$ cat config.mk
export PLATFORM = sky130hd
export DESIGN_NAME = paralelo_serial
export DESIGN_NICKNAME = d
export VERILOG_FILES = /design/src/rtl/ps_defs.sv /design/src/rtl/paralelo_serial_hold_reg.sv /design/src/rtl/paralelo_serial.sv
export SDC_FILE = /design/constraint.sdc
export NUM_CORES = 1
export LEC_CHECK = 0
export BUFFER_PORTS_ARGS = -buffer_cell sky130_fd_sc_hd__buf_4
export CAP_MARGIN = 0
export CELL_PAD_IN_SITES_DETAIL_PLACEMENT = 0
export CELL_PAD_IN_SITES_GLOBAL_PLACEMENT = 2
export CORE_MARGIN = 4
export CORE_UTILIZATION = 38
export DETAILED_ROUTE_END_ITERATION = 6
export PLACE_DENSITY_LB_ADDON = 0.1
export SLEW_MARGIN = 20
export SYNTH_ARGS = -nofsm -noshare
export SYNTH_HDL_FRONTEND = slang
export SYNTH_HIERARCHICAL = 1
export SYNTH_SLANG_ARGS = --single-unit
$ cat constraint.sdc
create_clock -name clk_32f -period 1.6 [get_ports clk_32f]
set_input_delay 0.16 -clock clk_32f [delete_from_list [all_inputs] [get_ports clk_32f]]
set_output_delay 0.16 -clock clk_32f [all_outputs]
set_load 0.02 [all_outputs]
$ cat src/rtl/ps_defs.sv
// Shared symbol definitions for the paralelo_serial / serial_paralelo link pair.
package ps_defs;

    localparam int unsigned SYM_W = 8;
    localparam logic [SYM_W-1:0] COM_SYM = 8'hBC;

    typedef enum logic {
        ST_SYNC = 1'b0,
        ST_RUN  = 1'b1
    } ps_state_e;

endpackage

$ cat src/rtl/paralelo_serial_hold_reg.sv
// One-entry holding buffer between the valid/ready producer and the serializer.
module ps_hold_reg
    import ps_defs::*;
(
    input  logic             clk,
    input  logic             rst_n,
    input  logic             i_en,
    input  logic             i_valid,
    input  logic [SYM_W-1:0] i_data,
    input  logic             i_pop,
    output logic [SYM_W-1:0] o_data,
    output logic             o_full,
    output logic             o_ready
);

    logic             r_full;
    logic [SYM_W-1:0] r_data;
    logic             w_accept;

    assign o_ready  = i_en && !r_full;
    assign w_accept = i_valid && o_ready;
    assign o_data   = r_data;
    assign o_full   = r_full;

    // Accept only happens while empty, so it never races a pop of real data.
    always_ff @(posedge clk or negedge rst_n) begin
        if (!rst_n) begin
            r_full <= 1'b0;
            r_data <= '0;
        end else if (w_accept) begin
            r_full <= 1'b1;
            r_data <= i_data;
        end else if (i_pop) begin
            r_full <= 1'b0;
        end
    end

endmodule

$ cat src/rtl/paralelo_serial.sv
// Byte-to-serial transmitter: COM preamble after reset, COM idle fill, MSB first.
module paralelo_serial
    import ps_defs::*;
#(
    parameter int unsigned      SYNC_COUNT = 4,
    parameter logic [SYM_W-1:0] COM        = COM_SYM
) (
    input  logic             clk_32f,
    input  logic             reset_L,
    input  logic [SYM_W-1:0] data_in,
    input  logic             valid_in,
    output logic             ready_out,
    output logic             data_out
);

    ps_state_e        r_state;
    ps_state_e        w_state_nxt;
    logic [SYM_W-1:0] r_sym;
    logic [2:0]       r_bit_cnt;
    logic [3:0]       r_sync_cnt;
    logic [2:0]       w_bit_idx;
    logic             w_boundary;
    logic             w_run;
    logic             w_hold_full;
    logic [SYM_W-1:0] w_hold;

    assign w_boundary = (r_bit_cnt == 3'd7);
    assign w_run      = (r_state == ST_RUN);
    assign w_bit_idx  = 3'd7 - r_bit_cnt;

    ps_hold_reg u_hold (
        .clk     (clk_32f),
        .rst_n   (reset_L),
        .i_en    (w_run),
        .i_valid (valid_in),
        .i_data  (data_in),
        .i_pop   (w_boundary),
        .o_data  (w_hold),
        .o_full  (w_hold_full),
        .o_ready (ready_out)
    );

    always_comb begin
        w_state_nxt = r_state;
        if (r_state == ST_SYNC && w_boundary && r_sync_cnt == 4'(SYNC_COUNT - 1))
            w_state_nxt = ST_RUN;
    end

    always_ff @(posedge clk_32f or negedge reset_L) begin
        if (!reset_L) r_state <= ST_SYNC;
        else          r_state <= w_state_nxt;
    end

    // Hold is sampled before any same-edge accept, so a colliding byte waits a symbol.
    always_ff @(posedge clk_32f or negedge reset_L) begin
        if (!reset_L) begin
            data_out   <= 1'b0;
            r_sym      <= COM;
            r_bit_cnt  <= '0;
            r_sync_cnt <= '0;
        end else begin
            data_out  <= r_sym[w_bit_idx];
            r_bit_cnt <= r_bit_cnt + 3'd1;
            if (w_boundary) begin
                r_sym <= w_hold_full ? w_hold : COM;
                if (r_state == ST_SYNC)
                    r_sync_cnt <= r_sync_cnt + 4'd1;
            end
        end
    end

endmodule

==> results.cfg <==
[synth]
ys_seq_elements = 26
synthCells = 81
yosys-top-cells-count = 21 x dfrtp_1, 10 x inv_1, 10 x mux2_2
async_flop_share = 1.000
yosys.area.top_type_share = 0.4867
yosysSeqAreaShare = 0.6083
yosysTopAreaCell = dfrtp_1
synth_nets = 95
avgSynthCellArea_um2 = 13.33
ys_types = 19
synth_area_leaders = dfrtp_1 49%, dfstp_2 12%, mux2_2 10%
yosysMostFrequentCell = dfrtp_1
synthFlopType = dfrtp_1
yosysWarnings = 6
synth_edf_count = 0
netlist_area_mm2 = 0.001080

[cells_and_area]
drive_gt1_frac = 0.3750
diodes = 0
final_cells = 127
fin_nets = 111
area_delta_synth_final_pct = 16.11
fillerInstances = 262

[setup_path]
criticalPathCategory = reg -> out
r2r_start = r_bit_cnt[0]$_DFF_PN0_
cp.arrival_ns = 1.22
cp_max_fo = 10
crit_family = flip-flops
critPathBufInv = 2
cp-start-kind = flip-flop
r2r_end = data_out$_DFF_PN0_
r2r_cells = 2
rrSetupSlack_ns = 0.22
cp_common_cell = buf_4
cp_slowest_cell = dfrtp_1
worstPathRequired_ns = 1.44
slowest_delay_ns = 0.37
crit_chain = buf_4 > and2b_2 > buf_4
cp-end-kind = output pin

[grt]
antenna_found_initial = 0
grt_pass1_wl_mm = 2.794
grt_usage = 0.1043
grt_max_degree = 27
grt_pass1_vias = 609
grt_overflow = 0

[placement]
dp_worst_setup_slack_ns = 0.1299
hpwl_mm = 1.133
gp_congestion = 0.7179
io_buffer_count = 12
dp_cells = 122

[detailed_routing]
vias = 610
wl_per_cell_um = 12.57
drt_pass1_iterations = 4
drcViolationCount = 0
drt_wl_total_mm = 1.596
ant_nets = 0
first_iter_violations = 19
via_per_inst = 4.803

[min_path]
min_to = u_hold/o_data[2]$_DFFE_PN0P_
holdPathStages = 2
min_path_type = in -> reg
min-delay-start = data_in[2]

[sta]
tightest_slew_ns = 0.3273
rsz0062_at_grt = false
fmax_mhz = 723.3
hold_violations = 0
holdWs_ns = 0.06091
finalClockSkew_ns = 0.007554
drv_slew = 0
final.setup.tns_ns = 0
setup_viol = 0
post-route-period-util = 0.8641
fin_ws_ns = 0.2175
period_minus_slack_ns = 1.382
slew_headroom = 0.7818

[clocking]
postCtsSetupBuffers = 0
cts.sinks = 26
cts_root_buf = clkbuf_4
cts_max_path_buffers = 2
cts_buffers = 3
clk_latency_ns = 0.32
clkTransAtPathRegs_ns = 0.14
htreeDepth = 1
cts_tree = yes

[floorplanning]
start_util = 0.3950
ioPinCount = 13
core_area_mm2 = 0.002734
die_area_mm2 = 0.003758
die-height_um = 61.31
rows = 19
fp.dieW_um = 61.31

[status]
status = finished clean

[power_and_ir_drop]
p_per_area_mw_per_mm2 = 1106
p_leak_nw = 0.6002
peakVddDrop_mv = 0.6225

[flow_run]
max_cap_viol_count = 0
==> sequential cells by signal, indices dropped and copies added, names as in the netlist <==
register / flops
r_sym: 8
u_hold/o_data: 8
r_sync_cnt: 4
r_bit_cnt: 3
data_out: 1
r_state: 1
u_hold/o_full: 1
==> cell families after synthesis <==
group           share of synthesized area
flops                              0.6083
simple gates                      0.07879
buf+inv                           0.04519
mux                                0.1530
compound gates                    0.05562
xor+xnor                          0.02434
fa+ha+maj                         0.03477
==> layout make-up <==
class                           count  area, µm²  area share
Inverter                           10      37.54     0.02994
Timing Repair Buffer               14      107.6     0.08583
Sequential cell                    26      656.9      0.5240
Multi-Input combinational cell     42      376.6      0.3004
Tap cell                           31      38.79     0.03094
Clock buffer                        4      36.28     0.02894
==> where the power goes <==
group	leakage [nW]	switching [mW]	total [mW]	internal (mW)
Combinational	0.276	0.0911	0.224	0.132
Clock	0.0210	0.188	0.327	0.139
Sequential	0.303	0.0495	0.836	0.787
Total	0.600	0.328	1.39	1.06
==> worst max-delay path by stage <==
stage | start | to | slack [ns] | cells past startpoint
2_1_floorplan | r_bit_cnt[0]$_DFF_PN0_ | r_sym[0]$_DFFE_PN0P_ | 0.17 | 6
3_3_place_gp | r_bit_cnt[0]$_DFF_PN0_ | r_state$_DFFE_PN0P_ | 0.20 | 3
3_5_place_dp | r_bit_cnt[0]$_DFF_PN0_ | r_sym[0]$_DFFE_PN0P_ | 0.13 | 4
4_1_cts | r_bit_cnt[0]$_DFF_PN0_ | r_sym[0]$_DFFE_PN0P_ | 0.1 | 4
5_1_grt | u_hold/o_full$_DFFE_PN0P_ | ready_out | 0.14 | 3
6_report | u_hold/o_full$_DFFE_PN0P_ | ready_out | 0.22 | 3
==> timing repair <==
item	CTS	global route
endpoints found under the setup margin	0	8
gates resized for setup	0	1
hold buffers	1	0
hold endpoints to repair	21	0
==> worst register-to-register path, delay by kind of cell (launching register included) <==
family  cells  cell delay (ns)
flops       1             0.44
mux         2             0.84
==> per-stage QoR <==
stage          instance area, µm²    util  power (mW)
3_3_place_gp                 1205  0.4407       1.076
2_1_floorplan                1080       -      0.9931
6_report                     1254  0.4586       1.386
4_1_cts                      1251  0.4577       1.413
3_5_place_dp                 1205  0.4407       1.079
5_1_grt                      1254  0.4586       1.485
==> cells in the final DEF, fill, tap and decap left out, drive strengths merged <==
| cell | n |
|---|---|
| buf | 13 |
| dfstp | 5 |
| xor2 | 1 |
| dlygate4sd3 | 1 |
| nand2 | 1 |
| clkbuf | 4 |
| inv | 10 |
| nand3b | 1 |
| and2b | 1 |
| nand3 | 3 |
| mux4 | 2 |
| o21ai | 4 |
| xnor2 | 2 |
| a31oi | 5 |
| mux2 | 10 |
| nor2 | 6 |
| a31o | 1 |
| and3b | 1 |
| ha | 3 |
| dfrtp | 21 |
| nand4 | 1 |
==> layer usage <==
layer	vias to the layer above	GRT usage	part of all wire
li1	306	-	-
met1	292	0.1387	0.48
met2	10	0.1571	0.47
met3	2	0.02516	0.037
met4	0	0.05573	0.013
met5	-	0	0
(Power assumes the default switching activity.)
